File: config.mk
export PLATFORM = sky130hd
export DESIGN_NAME = uart_rx_flat
export DESIGN_NICKNAME = d
export VERILOG_FILES = /design/src/rtl/uart_rx_if.sv /design/src/rtl/uart_rx.sv /design/src/flat_wrapper.sv
export SDC_FILE = /design/constraint.sdc
export NUM_CORES = 1
export LEC_CHECK = 0
export CAP_MARGIN = 20
export CORE_ASPECT_RATIO = 0.5
export CORE_MARGIN = 5
export CORE_UTILIZATION = 55
export DETAILED_ROUTE_END_ITERATION = 7
export DONT_BUFFER_PORTS = 1
export GPL_ROUTABILITY_DRIVEN = 0
export GPL_TIMING_DRIVEN = 0
export PLACE_DENSITY = 0.74
export SLEW_MARGIN = 20
export SYNTH_ARGS = -nofsm -noshare
export SYNTH_HDL_FRONTEND = slang
export SYNTH_SLANG_ARGS = --single-unit
File: constraint.sdc
create_clock -name RST_clk -period 5.7 [get_ports RST_clk]
set_clock_uncertainty 0.1 [all_clocks]
set_input_delay 1.14 -clock RST_clk [delete_from_list [all_inputs] [get_ports RST_clk]]
set_output_delay 1.14 -clock RST_clk [all_outputs]
set_load 0.05 [all_outputs]
File: src/rtl/uart_rx_if.sv
// Receiver-side bundle: serial line in, recovered word and status out.
// Handshake: rx_valid is a one-cycle strobe qualifying rx_data; there is no
// ready, so the consumer must capture rx_data in the cycle rx_valid is high.
// rx_frame_err is a one-cycle strobe and is never high together with rx_valid.
interface uart_rx_if #(
  parameter int DATA_BITS = 8
);
  logic                 uart_rx_data;
  logic [DATA_BITS-1:0] rx_data;
  logic                 rx_valid;
  logic                 rx_frame_err;
  logic                 uart_busy;

  // Receiver side: samples the line, produces words and status.
  modport master (
    input  uart_rx_data,
    output rx_data,
    output rx_valid,
    output rx_frame_err,
    output uart_busy
  );

  // Consumer side: drives the line (bench or loopback), reads words.
  modport slave (
    output uart_rx_data,
    input  rx_data,
    input  rx_valid,
    input  rx_frame_err,
    input  uart_busy
  );
endinterface

File: src/rtl/uart_rx.sv
// UART receiver: start bit 0, DATA_BITS data bits MSB-first, one stop bit 1.
// Each bit is decided by a 3-sample majority around mid-bit; the stop bit
// decision returns to IDLE straight away so back-to-back frames resync.
// DATA_BITS must be at least 2 and CLKS_PER_BIT at least 8.
module uart_rx #(
  parameter int CLKS_PER_BIT = 434,
  parameter int DATA_BITS    = 8
) (
  input  logic       RST_clk,
  input  logic       RST,
  uart_rx_if.master  rx_bus,
  output logic [1:0] o_dbg_state
);

  localparam int M     = CLKS_PER_BIT / 2;
  localparam int CNT_W = $clog2(CLKS_PER_BIT);
  localparam int IDX_W = $clog2(DATA_BITS + 1);

  localparam logic [CNT_W-1:0] CNT_SMP_A  = CNT_W'(M - 1);
  localparam logic [CNT_W-1:0] CNT_SMP_B  = CNT_W'(M);
  localparam logic [CNT_W-1:0] CNT_DECIDE = CNT_W'(M + 1);
  localparam logic [CNT_W-1:0] CNT_LAST   = CNT_W'(CLKS_PER_BIT - 1);
  localparam logic [IDX_W-1:0] IDX_LAST   = IDX_W'(DATA_BITS - 1);

  typedef enum logic [1:0] {
    S_IDLE  = 2'd0,
    S_START = 2'd1,
    S_DATA  = 2'd2,
    S_STOP  = 2'd3
  } state_t;

  // Synchronizer, edge history and fill tracking
  logic                 r_sync1;
  logic                 r_sync2;
  logic                 r_hist;
  logic [1:0]           r_fill;

  // FSM and bit timing
  state_t               r_state;
  state_t               w_state_nxt;
  logic [CNT_W-1:0]     r_clk_cnt;
  logic [CNT_W-1:0]     w_cnt_nxt;
  logic [IDX_W-1:0]     r_bit_idx;
  logic [IDX_W-1:0]     w_bit_nxt;

  // Sampling and data path
  logic                 r_smp_a;
  logic                 r_smp_b;
  logic [DATA_BITS-1:0] r_shift;
  logic [DATA_BITS-1:0] r_rx_data;
  logic                 r_valid;
  logic                 r_err;

  logic                 w_fall;
  logic                 w_decide;
  logic                 w_last;
  logic                 w_majority;
  logic                 w_shift_en;
  logic                 w_valid_nxt;
  logic                 w_err_nxt;

  // Bring the asynchronous line into the clock domain and keep one cycle of
  // history for edge detection. The history only starts following the line
  // once the synchronizer holds real samples (two cycles after reset), so
  // the reset value 1 of the synchronizer never pairs with a line that is
  // held low to fake a falling edge.
  always_ff @(posedge RST_clk) begin
    if (RST) begin
      r_sync1 <= 1'b1;
      r_sync2 <= 1'b1;
      r_hist  <= 1'b0;
      r_fill  <= 2'b00;
    end else begin
      r_sync1 <= rx_bus.uart_rx_data;
      r_sync2 <= r_sync1;
      r_fill  <= {r_fill[0], 1'b1};
      r_hist  <= r_fill[1] ? r_sync2 : 1'b0;
    end
  end

  assign w_fall     = r_hist & ~r_sync2;
  assign w_decide   = (r_clk_cnt == CNT_DECIDE);
  assign w_last     = (r_clk_cnt == CNT_LAST);
  assign w_majority = (r_smp_a & r_smp_b) | (r_smp_a & r_sync2) |
                      (r_smp_b & r_sync2);

  // FSM state register
  always_ff @(posedge RST_clk) begin
    if (RST) begin
      r_state <= S_IDLE;
    end else begin
      r_state <= w_state_nxt;
    end
  end

  // Next state, bit-timing counters and strobe requests
  always_comb begin
    w_state_nxt = r_state;
    w_cnt_nxt   = r_clk_cnt + 1'b1;
    w_bit_nxt   = r_bit_idx;
    w_shift_en  = 1'b0;
    w_valid_nxt = 1'b0;
    w_err_nxt   = 1'b0;
    case (r_state)
      S_IDLE: begin
        w_cnt_nxt = '0;
        w_bit_nxt = '0;
        if (w_fall) begin
          w_state_nxt = S_START;
        end
      end
      S_START: begin
        if (w_decide && w_majority) begin
          // Line was back high at mid-bit: a glitch, not a start bit.
          w_state_nxt = S_IDLE;
          w_cnt_nxt   = '0;
        end else if (w_last) begin
          w_state_nxt = S_DATA;
          w_cnt_nxt   = '0;
          w_bit_nxt   = '0;
        end
      end
      S_DATA: begin
        if (w_decide) begin
          w_shift_en = 1'b1;
        end
        if (w_last) begin
          w_cnt_nxt = '0;
          if (r_bit_idx == IDX_LAST) begin
            w_state_nxt = S_STOP;
            w_bit_nxt   = '0;
          end else begin
            w_bit_nxt = r_bit_idx + 1'b1;
          end
        end
      end
      S_STOP: begin
        if (w_decide) begin
          // Leave at mid-stop so the next start edge is not missed.
          w_state_nxt = S_IDLE;
          w_cnt_nxt   = '0;
          if (w_majority) begin
            w_valid_nxt = 1'b1;
          end else begin
            w_err_nxt = 1'b1;
          end
        end
      end
      default: begin
        w_state_nxt = S_IDLE;
        w_cnt_nxt   = '0;
        w_bit_nxt   = '0;
      end
    endcase
  end

  // Cycle-in-bit counter and data bit index
  always_ff @(posedge RST_clk) begin
    if (RST) begin
      r_clk_cnt <= '0;
      r_bit_idx <= '0;
    end else begin
      r_clk_cnt <= w_cnt_nxt;
      r_bit_idx <= w_bit_nxt;
    end
  end

  // Capture the two early samples; the third is the live synced line at the
  // decision edge. Decided data bits enter at the LSB so the first received
  // bit ends up in the MSB.
  always_ff @(posedge RST_clk) begin
    if (RST) begin
      r_smp_a <= 1'b1;
      r_smp_b <= 1'b1;
      r_shift <= '0;
    end else begin
      if (r_state != S_IDLE && r_clk_cnt == CNT_SMP_A) begin
        r_smp_a <= r_sync2;
      end
      if (r_state != S_IDLE && r_clk_cnt == CNT_SMP_B) begin
        r_smp_b <= r_sync2;
      end
      if (w_shift_en) begin
        r_shift <= {r_shift[DATA_BITS-2:0], w_majority};
      end
    end
  end

  // Output word and one-cycle strobes; the word is held across frame errors
  always_ff @(posedge RST_clk) begin
    if (RST) begin
      r_rx_data <= '0;
      r_valid   <= 1'b0;
      r_err     <= 1'b0;
    end else begin
      r_valid <= w_valid_nxt;
      r_err   <= w_err_nxt;
      if (w_valid_nxt) begin
        r_rx_data <= r_shift;
      end
    end
  end

  assign rx_bus.rx_data      = r_rx_data;
  assign rx_bus.rx_valid     = r_valid;
  assign rx_bus.rx_frame_err = r_err;
  assign rx_bus.uart_busy    = (r_state != S_IDLE);
  assign o_dbg_state         = r_state;

endmodule
File: src/flat_wrapper.sv
// flat-port wrapper written by rule: the top's interface ports become plain ports
module uart_rx_flat 
#(
  parameter int CLKS_PER_BIT = 434,
  parameter int DATA_BITS    = 8
)
  (RST_clk, RST, o_dbg_state, rx_bus_uart_rx_data, rx_bus_rx_data, rx_bus_rx_valid, rx_bus_rx_frame_err, rx_bus_uart_busy);
  uart_rx_if #(.DATA_BITS(DATA_BITS)) rx_bus_i ();
  input  logic RST_clk;
  input  logic RST;
  output logic [1:0] o_dbg_state;
  input wire logic [$bits(rx_bus_i.uart_rx_data)-1:0] rx_bus_uart_rx_data;
  output wire logic [$bits(rx_bus_i.rx_data)-1:0] rx_bus_rx_data;
  output wire logic [$bits(rx_bus_i.rx_valid)-1:0] rx_bus_rx_valid;
  output wire logic [$bits(rx_bus_i.rx_frame_err)-1:0] rx_bus_rx_frame_err;
  output wire logic [$bits(rx_bus_i.uart_busy)-1:0] rx_bus_uart_busy;
  assign rx_bus_i.uart_rx_data = rx_bus_uart_rx_data;
  assign rx_bus_rx_data = rx_bus_i.rx_data;
  assign rx_bus_rx_valid = rx_bus_i.rx_valid;
  assign rx_bus_rx_frame_err = rx_bus_i.rx_frame_err;
  assign rx_bus_uart_busy = rx_bus_i.uart_busy;
  uart_rx #(.CLKS_PER_BIT(CLKS_PER_BIT), .DATA_BITS(DATA_BITS)) u_core (.RST_clk(RST_clk), .RST(RST), .rx_bus(rx_bus_i), .o_dbg_state(o_dbg_state));
endmodule
==> results.cfg, run 1 <==
[global_route]
grt_use_met2_pct = 22.9
grt_max_degree = 13
grt_usage_pct = 14.7
grtUsageMet3_pct = 7.08
grt_pass1_wl_um = 4920
grt_pass1_vias = 1106
overflow = 0
top_usage_layer = met2
use_met1_pct = 17.7
antenna_found_initial = 0

[detailed_routing]
drt_iter0_drc = 40
wl_per_cell_um = 12.0
dr.pass1.iters = 4
routed_wl_um = 2850
ant_nets = 0
vias = 1287
drcViolationCount = 0
via_per_inst = 5.43

[clock_tree]
clock-sinks = 40
cts.clk_slew.worst_paths_ns = 0.07
htreeDepth = 2
cts_root_buf = clkbuf_8
cts_tree = yes
cts.repair.resized = 0
cts_max_path_buffers = 2
holdBufCountCts = 0
cts_setup_buffers = 0
numCtsBuffers = 5
clk_latency_ns = 0.29

[critical_path]
required_ns = 4.46
timing.critical_path.buf_inv = 2
regToRegSetupSlack_ns = 3.40
timing.critical_path.to = rx_bus_uart_busy
reg2regPathDepth = 5
rr_endpoint = u_core.r_bit_idx[3]
critical_path_class = flop to output port
crit_path_max_incr_delay_ns = 0.63
cp_max_fo = 10
crit_cells = 3
crit_family = flip-flops
crit_path_top_delay_cell = dfxtp_1
startpoint_type = flop
endpoint_kind = output port
cp_cell_sequence = buf_2 -> nor2_1 -> inv_1
arrival_ns = 1.65

[yosys]
synth_top_cell_by_area = dfxtp_1
synth_edf_count = 0
synth_top_cell_area_share_pct = 48.1
postSynthAreaPerCell_um2 = 8.81
syn_inst = 189
ys.flop_type = dfxtp_1
synth_common_cells = dfxtp_1 (40), nor2_1 (25), a21oi_1 (18), nand2_1 (18), nand3_1 (12)
post-synth-top-count-cell = dfxtp_1
synth-seq-cells = 40
synth_nets = 197
ys_types = 35
synth_area_leaders = dfxtp_1 (48%), nor2_1 (5.6%), a21oi_1 (5.4%)
synth_area_um2 = 1670
async_flop_share_pct = 0
ys_seq_area_share_pct = 48.1
ys_warn_count = 0

[worst_hold_path]
hold_path.class = flop to flop

[floorplan]
fp-row-count = 14
io_pins = 16
die_height_um = 48.9
coreArea_um2 = 2960
initial_core_util_pct = 56.3
dieWidth_um = 87.8
die-area_um2 = 4300

[timing]
setup_viol = 0
max_freq_mhz = 346
period_share_pct = 50.8
finalCriticalPeriod_ns = 2.89
relSlewSlack_pct = 55.4
final_hold_viol_count = 0
finalSetupTns_ns = 0
maxSlewViolCount = 0
worstMarginPinSlew_ns = 0.660
rsz0062_at_grt = no

[power_and_ir_drop]
peakVddDrop_mv = 0.154
cellLeakagePower_nw = 0.727
cellPowerDensity_nw_per_um2 = 281

[final_layout]
layout-drive-gt1-share_pct = 7.61
n_antenna_cell = 0
fillers = 256
nets = 204
final_cells = 237
utilization_pct = 61.6
area_growth_pct = 9.47

[place]
portBuffers = 0
dp_hpwl_um = 2110
dp.cells = 229

[job]
maxCapViolCount = 0

[status]
status = finished clean
==> through the flow <==
stage / area, µm² / total power, W / setup WS, ns / hold WS [ns]
CTS: 1820 / 0.000517 / 2.78 / 0.315
global placement: 1720 / 0.000295 / 3.10 / 0.295
global route: 1820 / 0.000533 / 2.72 / 0.318
floorplan: 1670 / 0.000293 / 3.19 / 0.289
finish: 1820 / 0.000512 / 2.81 / 0.312
detailed placement: 1720 / 0.000295 / 3.11 / 0.298
==> where the power goes <==
group	leakage [nW]	switching [W]	internal [W]
sequential	0.323	0.00000111	0.000281
combinational	0.348	0.00000469	0.00000172
clock	0.0552	0.0000936	0.000130
total	0.727	0.0000994	0.000413
==> routing by layer <==
layer,wire (µm),vias to the layer above
met1,1330,604
met3,122,5
met5,0,-
li1,-,662
met4,29,0
met2,1370,16
==> sequential cells by signal (all words and copies together) (netlist names), named ones only <==
| register | count |
|---|---|
| u_core.r_hist | 1 |
| u_core.o_dbg_state | 1 |
| u_core.r_smp_a | 1 |
| u_core.r_sync1 | 1 |
| u_core.rx_bus.rx_valid | 1 |
| u_core.r_bit_idx | 4 |
| u_core.r_fill | 2 |
| u_core.r_clk_cnt | 9 |
| u_core.rx_bus.rx_data | 8 |
| u_core.r_sync2 | 1 |
| u_core.r_shift | 8 |
| u_core.rx_bus.rx_frame_err | 1 |
| u_core.r_smp_b | 1 |
==> worst min-delay path by stage <==
stage / startpoint / endpoint / slack (ns) / depth (start not counted)
after global placement: u_core.r_sync1 / u_core.r_sync2 / 0.30 / 1
after floorplan: u_core.r_sync1 / u_core.r_sync2 / 0.29 / 1
after detailed placement: u_core.r_sync1 / u_core.r_sync2 / 0.30 / 1
final: u_core.r_sync1 / u_core.r_sync2 / 0.31 / 1
after CTS: u_core.r_sync1 / u_core.r_sync2 / 0.31 / 1
after global routing: u_core.r_sync1 / u_core.r_sync2 / 0.32 / 1
==> final cells by class <==
type | count | area, µm² | area share, %
flip-flops and latches | 40 | 801 | 43.9
multi-input cells | 132 | 798 | 43.8
clock buffers | 6 | 72.6 | 3.98
well taps | 40 | 50.0 | 2.75
clock inverters | 2 | 35.0 | 1.92
inverters | 9 | 33.8 | 1.85
plain buffers | 8 | 32.5 | 1.78
==> layout by cell type, fill, tap and decap left out, types with 2 or more instances in the layout <==
cell,instances
clkbuf_8,5
clkbuf_1,7
or2_2,2
o21ai_0,7
mux2i_1,8
dfxtp_1,40
a211oi_1,2
ha_1,5
buf_2,2
a21oi_1,18
nor2b_1,3
nor2_1,25
and3_1,4
nand3_1,12
inv_1,9
or4_1,2
xnor2_1,4
nand4_1,2
nand2_1,18
xor2_1,3
or3_1,2
==> kinds of logic after synthesis <==
| logic type | Yosys count | share of synthesized area [%] |
|---|---|---|
| simple gates | 80 | 24.4 |
| compound gates | 30 | 9.99 |
| mux | 8 | 4.81 |
| flops | 40 | 48.1 |
| fa+ha+maj | 7 | 5.03 |
| buf+inv | 17 | 3.98 |
| xor+xnor | 7 | 3.68 |
No activity file was read; power rests on OpenSTA's default activity.
==> run 2: changes to the inputs <==
PLACE_DENSITY = 0.77   (was 0.74)
clock period = 2.5 ns   (was 5.7 ns; I/O delays follow)
==> results.cfg, run 2 (synthesis results as in run 1) <==
[timing]
relSlewSlack_pct = 59.0
finalCriticalPeriod_ns = 2.30
max_freq_mhz = 434
final_hold_viol_count = 0
rsz0062_at_grt = no
maxSlewViolCount = 0
period_share_pct = 92.1
setup_ws_ns = 0.197
whs_ns = 0.222
setup_viol = 0
worstMarginPinSlew_ns = 0.607
finalSetupTns_ns = 0

[clock_tree]
cts_max_path_buffers = 2
clk_latency_ns = 0.28
cts_tree = yes
cts_root_buf = clkbuf_8
htreeDepth = 2
holdBufCountCts = 0
numCtsBuffers = 5
clock-sinks = 40
cts_setup_buffers = 0
cts.clk_slew.worst_paths_ns = 0.07
cts.repair.resized = 0

[critical_path]
startpoint_type = flop
regToRegSetupSlack_ns = 0.20
arrival_ns = 2.42
reg2regPathDepth = 5
endpoint_kind = flop
timing.critical_path.to = u_core.r_bit_idx[3]
cp_max_fo = 10
crit_path_top_delay_cell = dfxtp_1
critical_path_class = flop to flop
rr_endpoint = u_core.r_bit_idx[3]
required_ns = 2.62
cp_cell_sequence = buf_2 -> nor2b_1 -> o21ai_0 -> or4_1 -> a21oi_1
crit_path_max_incr_delay_ns = 0.64

[place]
dp_slack_ns = 0.241
portBuffers = 0
dp_hpwl_um = 2120
placed_cell_area_um2 = 1720

[detailed_routing]
via_per_inst = 5.34
ant_nets = 0
dr.pass1.iters = 4
drcViolationCount = 0
drt_iter0_drc = 58
routed_wl_um = 2990
vias = 1266
wl_per_cell_um = 12.6

[global_route]
antenna_found_initial = 0
grt_max_degree = 14
grt_pass1_wl_um = 5210
grt_pass1_vias = 1148
overflow = 0
grt_usage_pct = 15.1

[floorplan]
die_height_um = 48.9
initial_core_util_pct = 56.3
die-area_um2 = 4300
io_pins = 16
dieWidth_um = 87.8
coreArea_um2 = 2960
fp-row-count = 14

[job]
maxCapViolCount = 0

[status]
status = finished clean

[power_and_ir_drop]
cellPowerDensity_nw_per_um2 = 639
peakVddDrop_mv = 0.296
cellLeakagePower_nw = 0.726
finalPower_w = 0.00117

[final_layout]
layout_common_cells = dfxtp_1 (40), nor2_1 (25), a21oi_1 (18), nand2_1 (18), nand3_1 (12)
largest_register_ffs = 9
fillers = 253
final_area_um2 = 1830
regMostFlops = u_core.r_clk_cnt
area_growth_pct = 9.69
n_antenna_cell = 0
layout-drive-gt1-share_pct = 8.12
final_common_cell = dfxtp_1
nets = 204

[worst_hold_path]
hold_path.class = input pin to flop
==> run 2: cell types whose count changed in the layout (fill, tap and decap cells not counted) <==
cell	change
clkbuf_1	-1
clkinvlp_4	+1
==> run 2: cell type report <==
cell class / instances / area (µm²) / share of cell area [%]
inverter: 9 / 33.8 / 1.85
clock buffer: 5 / 68.8 / 3.77
tap: 40 / 50.0 / 2.74
buffer: 8 / 32.5 / 1.78
sequential: 40 / 801 / 43.8
multi-input combinational: 132 / 798 / 43.7
clock inverter: 3 / 42.5 / 2.33
==> run 2: through the flow <==
stage,instances,utilization (%)
final,237,61.7
after global routing,237,61.7
after CTS,237,61.7
after detailed placement,229,57.9
after global placement,229,57.9
after floorplan,189,-
==> run 2: worst min-delay path by stage <==
stage                              from              to  slack (ns)  cells past startpoint
global placement         u_core.r_sync1  u_core.r_sync2        0.29                      1
global route        rx_bus_uart_rx_data  u_core.r_sync1        0.21                      1
finish              rx_bus_uart_rx_data  u_core.r_sync1        0.22                      1
floorplan                u_core.r_sync1  u_core.r_sync2        0.29                      1
CTS                 rx_bus_uart_rx_data  u_core.r_sync1        0.22                      1
detailed placement       u_core.r_sync1  u_core.r_sync2        0.30                      1
==> run 2: metal layers <==
layer  wire length [µm]  GRT usage (%)
met5                  0              0
met3                110           5.73
met2               1390           23.8
met4                 20           3.83
met1               1470           19.5
==> run 2: critical path, delay by kind of cell, from the launching register on <==
| family | cells | cell delay, ns |
|---|---|---|
| compound gates | 2 | 0.39 |
| buf+inv | 1 | 0.29 |
| flops | 1 | 0.64 |
| simple gates | 2 | 0.81 |
==> run 2: where the power goes <==
part / switching [W] / internal [W]
clock: 0.000215 / 0.000295
combinational: 0.0000109 / 0.00000394
sequential: 0.00000258 / 0.000641
total: 0.000228 / 0.000940
==> run 3: changes to the inputs <==
SKIP_LAST_GASP = 1   (was not set)
==> results of run 3 <==
The final DEF is identical to that of run 2; final timing and power are the same.
